===== src/rtl/execute_muldiv.sv =====
// Multi-cycle RV32M/RV64M multiply/divide unit sitting beside the ALU in execute.
// Shift-add multiply (MUL_BITS per cycle) and restoring divide share one 2*XLEN accumulator.
module execute_muldiv #(
  parameter int XLEN     = 32,
  parameter int MUL_BITS = 1
) (
  input  logic            clk,
  input  logic            reset,
  input  logic            start,
  input  logic [2:0]      function_select,
  input  logic [XLEN-1:0] input_a,
  input  logic [XLEN-1:0] input_b,
  input  logic            kill,
  output logic            stall_req,
  output logic            done,
  output logic [XLEN-1:0] result,
  output logic [1:0]      state_dbg
);

  localparam int MUL_STEPS = XLEN / MUL_BITS;
  localparam int CNT_W     = $clog2(XLEN);

  typedef enum logic [1:0] {
    S_IDLE = 2'd0,
    S_MUL  = 2'd1,
    S_DIV  = 2'd2,
    S_FIN  = 2'd3
  } state_e;

  state_e              state_q, state_d;
  logic                done_q, done_d;
  logic [XLEN-1:0]     result_q, result_d;
  logic [2*XLEN-1:0]   acc_q, acc_d;
  logic [XLEN-1:0]     opnd_q, opnd_d;
  logic [CNT_W-1:0]    cnt_q, cnt_d;
  logic                neg_q, neg_d;
  logic [1:0]          op_q, op_d;

  // Operand decode: magnitudes and the sign the final result must carry.
  logic                a_signed, b_signed, sign_a, sign_b, neg_in;
  logic [XLEN-1:0]     mag_a, mag_b;
  logic                div_by_zero, div_overflow, special_case;
  logic [XLEN-1:0]     special_val;

  always_comb begin
    a_signed     = (function_select == 3'd0) || (function_select == 3'd1) ||
                   (function_select == 3'd2) || (function_select == 3'd4) ||
                   (function_select == 3'd6);
    b_signed     = (function_select == 3'd0) || (function_select == 3'd1) ||
                   (function_select == 3'd4) || (function_select == 3'd6);
    sign_a       = a_signed && input_a[XLEN-1];
    sign_b       = b_signed && input_b[XLEN-1];
    mag_a        = sign_a ? -input_a : input_a;
    mag_b        = sign_b ? -input_b : input_b;
    neg_in       = (function_select == 3'd6) ? sign_a : (sign_a ^ sign_b);
    div_by_zero  = (input_b == '0);
    div_overflow = ((function_select == 3'd4) || (function_select == 3'd6)) &&
                   (input_a == {1'b1, {(XLEN-1){1'b0}}}) && (input_b == '1);
    special_case = function_select[2] && (div_by_zero || div_overflow);
    if (div_by_zero) special_val = function_select[1] ? input_a : '1;
    else             special_val = function_select[1] ? '0 : input_a;
  end

  // One iteration of either algorithm; the first iteration runs on the launch edge.
  logic                in_idle;
  logic [2*XLEN-1:0]   step_acc;
  logic [XLEN-1:0]     step_opnd;
  logic [XLEN+MUL_BITS-1:0] mul_sum;
  logic [2*XLEN-1:0]   mul_next, prod_fix;
  logic [XLEN:0]       div_shift, div_diff;
  logic                div_ok;
  logic [2*XLEN-1:0]   div_next;
  logic [XLEN-1:0]     quo, rem, mul_res, div_res;

  always_comb begin
    in_idle   = (state_q == S_IDLE);
    step_acc  = acc_q;
    step_opnd = opnd_q;
    if (in_idle) begin
      step_acc  = function_select[2] ? {{XLEN{1'b0}}, mag_a} : {{XLEN{1'b0}}, mag_b};
      step_opnd = function_select[2] ? mag_b : mag_a;
    end
    mul_sum   = {{MUL_BITS{1'b0}}, step_acc[2*XLEN-1:XLEN]} +
                ({{MUL_BITS{1'b0}}, step_opnd} * {{XLEN{1'b0}}, step_acc[MUL_BITS-1:0]});
    mul_next  = {mul_sum, step_acc[XLEN-1:MUL_BITS]};
    div_shift = {step_acc[2*XLEN-1:XLEN], step_acc[XLEN-1]};
    div_diff  = div_shift - {1'b0, step_opnd};
    div_ok    = ~div_diff[XLEN];
    div_next  = {(div_ok ? div_diff[XLEN-1:0] : div_shift[XLEN-1:0]),
                 step_acc[XLEN-2:0], div_ok};
    prod_fix  = neg_q ? -mul_next : mul_next;
    mul_res   = (op_q == 2'b00) ? prod_fix[XLEN-1:0] : prod_fix[2*XLEN-1:XLEN];
    quo       = div_next[XLEN-1:0];
    rem       = div_next[2*XLEN-1:XLEN];
    if (op_q[1]) div_res = neg_q ? -rem : rem;
    else         div_res = neg_q ? -quo : quo;
  end

  always_comb begin
    state_d  = state_q;
    done_d   = 1'b0;
    result_d = result_q;
    acc_d    = acc_q;
    opnd_d   = opnd_q;
    cnt_d    = cnt_q;
    neg_d    = neg_q;
    op_d     = op_q;
    if (kill) begin
      state_d = S_IDLE;
    end else begin
      case (state_q)
        S_IDLE: begin
          if (start) begin
            op_d  = function_select[1:0];
            neg_d = neg_in;
            if (special_case) begin
              result_d = special_val;
              done_d   = 1'b1;
              state_d  = S_FIN;
            end else if (function_select[2]) begin
              acc_d   = div_next;
              opnd_d  = mag_b;
              cnt_d   = CNT_W'(XLEN - 2);
              state_d = S_DIV;
            end else begin
              acc_d   = mul_next;
              opnd_d  = mag_a;
              cnt_d   = CNT_W'(MUL_STEPS - 2);
              state_d = S_MUL;
            end
          end
        end
        S_MUL: begin
          acc_d = mul_next;
          cnt_d = cnt_q - CNT_W'(1);
          if (cnt_q == '0) begin
            result_d = mul_res;
            done_d   = 1'b1;
            state_d  = S_FIN;
          end
        end
        S_DIV: begin
          acc_d = div_next;
          cnt_d = cnt_q - CNT_W'(1);
          if (cnt_q == '0) begin
            result_d = div_res;
            done_d   = 1'b1;
            state_d  = S_FIN;
          end
        end
        default: state_d = S_IDLE;
      endcase
    end
  end

  always_ff @(posedge clk or posedge reset) begin
    if (reset) begin
      state_q  <= S_IDLE;
      done_q   <= 1'b0;
      result_q <= '0;
      acc_q    <= '0;
      opnd_q   <= '0;
      cnt_q    <= '0;
      neg_q    <= 1'b0;
      op_q     <= 2'b00;
    end else begin
      state_q  <= state_d;
      done_q   <= done_d;
      result_q <= result_d;
      acc_q    <= acc_d;
      opnd_q   <= opnd_d;
      cnt_q    <= cnt_d;
      neg_q    <= neg_d;
      op_q     <= op_d;
    end
  end

  // done is high exactly while in FIN, so the pipeline advances on the FIN edge.
  assign done      = done_q;
  assign result    = result_q;
  assign stall_req = start && !done_q;
  assign state_dbg = state_q;

endmodule


===== config.mk =====
export PLATFORM = sky130hd
export DESIGN_NAME = execute_muldiv
export DESIGN_NICKNAME = d
export VERILOG_FILES = /design/src/rtl/execute_muldiv.sv
export SDC_FILE = /design/constraint.sdc
export NUM_CORES = 1
export LEC_CHECK = 0
export ABC_CLOCK_PERIOD_IN_PS = 19400
export CAP_MARGIN = 30
export CORE_UTILIZATION = 32
export CTS_BUF_LIST = sky130_fd_sc_hd__clkbuf_4
export DETAILED_ROUTE_END_ITERATION = 10
export SLEW_MARGIN = 20
export SYNTH_ARGS = -nofsm -noshare
export SYNTH_HDL_FRONTEND = slang
export SYNTH_SLANG_ARGS = --single-unit
export TNS_END_PERCENT = 30

===== constraint.sdc =====
create_clock -name clk -period 19.4 [get_ports clk]
set_input_delay 3.88 -clock clk [delete_from_list [all_inputs] [get_ports clk]]
set_output_delay 3.88 -clock clk [all_outputs]
set_load 0.1 [all_outputs]

Word-level counts from Yosys, hierarchy flattened
Index checks and enable logic that the tools add are counted.

storage, ports and cells
  input port bits = 71
  word-level logic and storage cells = 104
  register bits = 139
  output and inout port bits = 36

cells by class
  equality and inequality tests = 15
  reduce and logical (&&, ||, !) cells = 29
  multiply operators = 1
  muxes and demuxes = 39
  $add $sub $neg = 8
  bitwise logic cells = 4

operators with widths
  operator                                           count
  two-way mux 32 bit                                 17
  two-way mux 64 bit                                 5
  case mux 64 bit (3 select lines)                   1
  negator 32 bit                                     4
  case mux 32 bit (3 select lines)                   1
  equality test 32 bit (second input constant)       2
  negator 64 bit                                     1
  adder 32 x 33 -> 33 bit                            1
  multiplier 32 x 1 -> 33 bit                        1
  subtractor 33 x 32 -> 33 bit                       1
  zero test 32 bit                                   1
  AND reduction 4 bit                                3
  two-way mux 2 bit                                  5
  two-way mux 5 bit                                  2
  != test 2 bit (second input constant)              5
  case mux 5 bit (2 select lines)                    1
  logical OR 1 bit                                   8
  equality test 3 bit (second input constant)        2
  logical AND 1 bit                                  6
  AND reduction 6 bit                                1
  zero test 5 bit                                    1
  two-way mux 1 bit                                  5
  subtractor 5 x 1 -> 5 bit (second input constant)  1
  zero test 2 bit                                    2
  other kinds (17)                                   19

Logic depth before layout (Yosys ltp)
  depth after elaboration = 16
  gate-level depth with buffers = 37
  gate-level depth less buffers = 30

Least setup slack after synthesis
Ideal clock, no wire load.

  kind = input-to-reg
  from = input port function_select[2]
  to = register result_q[30] (netlist: result[30])
  setup time = 101 ps
  buffers on the path = 8
  stages = 34
  required time = 19299 ps
  setup slack = 8269 ps
  data arrival time = 11030 ps
  cell sequence = buf_2 > o21ai_1 > and2_1 > clkbuf_1 > clkbuf_1 > clkbuf_1 > o31ai_1 > xnor2_1 > nand2_1 > o21ai_0 > mux2i_1 > ha_1 > clkbuf_1 > and2_1 > and3_1 > a2111o_1 > a221o_1 > nor3_1 > nor2_2 > inv_2 > buf_2 > buf_2 > buf_2 > nor2_1 > a21oi_1 > ha_1 > inv_1 > nor4_1 > a41oi_1 > a2111oi_0 > a41oi_1 > xnor2_1 > mux2i_1 > o32ai_1

between the ends
  cells in the longest elaborated chain, start to end = 16
  elaborated cells on any way between the ends = 42
  those cells by class = add/sub: 5; mul: 1; eq/ne: 5; mux: 15; bitwise: 1; reduce/logical: 15

ends and longest elaborated chain
  what                                                                                line      RTL
  start, declared                                                                     10        input logic [2:0] function_select,
  equality test 3 x 1 -> 1 bit / zero test 3 bit (equally long branches)              46, 49
  logical OR 1 bit                                                                    46, 49
  logical OR 1 bit                                                                    46        a_signed = (function_select == 3'd0) || (function_select == 3'd1) ||
  logical OR 1 bit (2 in a row)                                                       47        (function_select == 3'd2) || (function_select == 3'd4) ||
  logical AND 1 bit                                                                   51        sign_a = a_signed && input_a[XLEN-1];
  two-way mux 32 bit                                                                  53        mag_a = sign_a ? -input_a : input_a;
  two-way mux 32 bit (on tied branches)                                               81, 80
  two-way mux 32 bit / two-way mux 64 bit (equally long branches)                     79        if (in_idle) begin
  multiplier 32 x 1 -> 33 bit / subtractor 33 x 32 -> 33 bit (equally long branches)  84, 87
  adder 32 x 33 -> 33 bit, or another cell as far along                               83        mul_sum = {{MUL_BITS{1'b0}}, step_acc[2*XLEN-1:XLEN]} +
  negator 64 bit, or another cell as far along                                        91        prod_fix = neg_q ? -mul_next : mul_next;
  two-way mux 64 bit, or another cell as far along                                    91
  two-way mux 32 bit (on tied branches)                                               92, 95
  two-way mux 32 bit (on tied branches)                                               136, 145
  case mux 32 bit (3 select lines)                                                    111       case (state_q)
  end signal, assigned                                                                169       result_q <= result_d;
  end, declared                                                                       32        logic [XLEN-1:0] result_q, result_d;

Parallel ways exist; a longest one is shown, timed or not. The select of a mux whose other input is x is not followed.
A chain may end at the register's enable or synchronous reset.

Worst setup path after layout
  from = input port function_select[0]
  to = register result_q[30] (netlist: result[30])

The elaborated chain is that of the path after synthesis.

==> impl_metrics.yaml <==
worst_setup_path:
  worstSetupStartpointType: "input port"
  crit_buf_inv: 5
  path_class: "input port to flop"
  critPathMaxStageDelay_ps: 770
  r2r_cells: 27
  cp_slowest_cell: "and2_1"
  cpMostUsedCell: "a21oi_1"
  endpoint_kind: "flop"
  arrival_ps: 13510
  cp.required_ps: 19980
  cp_top_family: "compound AO/OA/AOI/OAI gates"
  ff2ff_setup_slack_ps: 10450
  crit_cells: 29
  cp_max_fo: 36
timing:
  period_needed_ps: 12930
  fmax_mhz: 77.33
  rsz0062_at_grt: "false"
  slew_violations: 0
  setup_viol: 0
  hold_violations: 0
  slew_headroom: 0.3164
  tightest_slew_ps: 1022
  setup_tns_ps: 0
  setup_ws_ps: 6469
  fin_crit_sh: 0.6666
  skew_ps: 41.92
grt:
  grt_pass1_vias: 21330
  globalRouteMet3Util: 0.07480
  grt_max_degree: 75
  grt_first_pass_wirelength_um: 142900
  grt.overflow.total: 0
  grt.met2_usage: 0.4423
  busiest_layer: "met2"
  track_usage: 0.3011
  use_met1: 0.4000
  antenna_found_initial: 3
clock_network:
  cts.sinks: 139
  cts_tree: "built"
  clk_path_buf_depth: 2
  path_clk_slew_ps: 150
  cts_root_buf: "clkbuf_4"
  cts_made_buffers: 17
  post_cts_buffers: 0
  cts_hold_buf: 0
  post_cts_resized: 0
  htree_levels: 4
  worstSkewPairLatency_ps: 690
route:
  wl_per_cell_um: 27.74
  drc: 0
  final_antenna_net_count: 0
  dr.pass1.iters: 9
  via_per_inst: 6.562
  drt-total-wl_um: 98400
  vias: 23280
  drt-initial-drc-count: 3456
synthesis:
  synthCells: 2704
  async_flop_share: 1.000
  ys_types: 110
  yosysWarnings: 0
  ys_ff_latch: 139
  yosys.area.top_type: "dfrtp_1"
  synth-edff-count: 0
  ys_seq_area_frac: 0.1743
  synthFlopType: "dfrtp_1"
  synth_top_area_share: 0.1743
  syn_nets: 2853
  synth_area_leaders: "dfrtp_1 17%, o21ai_0 4.9%, ha_1 4.8%"
  synthesis.area_sq_um: 19960
  syn_avg_cell_area_sq_um: 7.380
pwr:
  cellPowerDensity_nw_per_um2: 213.9
  vdd_drop_max_mv: 0.1092
  p_leak_nw: 8.485
place:
  routabilityCongestion: 1.014
  place_ws_ps: 6066
  place_hpwl_um: 74820
  portBuffers: 106
cells_and_area:
  n_fill_cell: 6594
  syn2layout_area_growth_pct: 11.14
  finish.net_count: 2844
  drive_gt1_frac: 0.08863
  multi_input_area_sq_um: 15500
  seq_area_sq_um: 3481
die:
  core_sq_um: 61710
  die_w_um: 251.7
  die_h_um: 251.7
  ioPinCount: 107
  rows: 91
  dieArea_sq_um: 63370
  initial_core_util: 0.3234
job:
  cap_violations: 0
worst_hold_path:
  whs_path_depth: 2
  hold_path.class: "flop to flop"
outcome:
  status: "complete, no violations"
-- cell usage in the layout (no fill, tap or decap), types with 24 or more instances in the layout --
master           instances
nand3_1                 76
ha_1                    75
a221oi_1                30
clkdlybuf4s50_1        105
a21oi_1                180
nor4_1                  32
nor2b_1                 46
mux2_2                  47
xor2_1                  67
nor3_1                 103
a31oi_1                 49
nor2_1                 243
nand2_1                241
o21ai_0                197
o31ai_1                 25
mux2i_1                 83
a21o_1                  37
maj3_1                  32
o22ai_1                 30
o211ai_1                24
a211oi_1                30
inv_1                   54
buf_4                   67
nand4_1                 44
or3_1                   51
and3_1                  29
xnor2_1                 97
dfrtp_1                137
-- routing by layer --
metal | part of all wire | vias to the layer above
met5 | 0 | -
met4 | 0.063 | 0
met3 | 0.11 | 313
met2 | 0.42 | 1555
met1 | 0.41 | 11160
li1 | - | 10250
-- worst register-to-register path: stages, from the launching register on --
cell	delay (ps)
dfrtp_1	480
inv_1	150
ha_4	530
buf_4	730
inv_1	130
buf_4	310
nand2_1	170
inv_1	110
ha_1	430
and2_1	260
and3_1	250
a2111o_1	400
a221o_1	330
nor3_1	610
nor2_2	40
buf_4	280
inv_2	330
nor2_1	80
a21oi_1	240
ha_1	270
inv_1	100
nor4_1	620
a41oi_1	470
a2111oi_0	690
a41oi_1	240
xnor2_1	210
mux2i_1	100
o32ai_1	240
-- worst paths after layout --
kind,start,end
max in group asynchronous,reset,result[22]
min in group asynchronous,reset,opnd_q[9]
hold reg to reg,acc_q[61],acc_q[61]
hold / removal,acc_q[61],acc_q[61]
setup / recovery,function_select[0],result[30]
setup reg to reg,state_dbg[0],result[30]
-- stage by stage --
| step | utilization | power [mW] | hold WS, ps | area, sq um | std cells |
|---|---|---|---|---|---|
| floorplan | - | 3.077 | 430.9 | 19960 | 2704 |
| global placement | 0.3529 | 4.325 | 449.7 | 21780 | 3508 |
| detailed placement | 0.3532 | 4.322 | 450.6 | 21800 | 3509 |
| CTS | 0.3587 | 4.578 | 483.3 | 22140 | 3541 |
| global route | 0.3594 | 4.956 | 528.9 | 22180 | 3547 |
| finish | 0.3594 | 4.745 | 485.5 | 22180 | 3547 |
-- synth_stat cells, drive strengths merged (56+ instances only) --
library cell  number
a21oi            182
clkbuf           164
dfrtp            139
ha                76
inv               56
mux2i             83
nand2            243
nand3             77
nor2             246
nor3             110
o21ai            205
xnor2             97
xor2              67
-- final cells by class --
cell class	instances	share of cell area
diodes	2	0.0002256
clock buffers	17	0.005754
clock inverters	15	0.009533
inverters	57	0.009872
multi-input cells	2304	0.6987
flip-flops and latches	139	0.1569
well taps	837	0.04722
repair buffers	176	0.07176
-- cell families after synthesis --
family	after synthesis	share of synthesized area
mux	133	0.07154
buf+inv	261	0.05191
compound gates	878	0.3027
xor+xnor	164	0.07197
fa+ha+maj	110	0.06571
flops	139	0.1743
simple gates	1019	0.2619
-- report_power, final --
part	internal, mW	total (mW)	switching [mW]
Combinational	1.23	3.99	2.76
Clock	0.105	0.246	0.142
Sequential	0.428	0.508	0.0801
-- state kept, by name, indices dropped and copies added (netlist names) --
register / count
acc_q: 64
opnd_q: 32
result: 32
cnt_q: 5
op_q: 2
state_dbg: 2
done: 1
neg_q: 1
No activity file was read; power rests on OpenSTA's default activity.
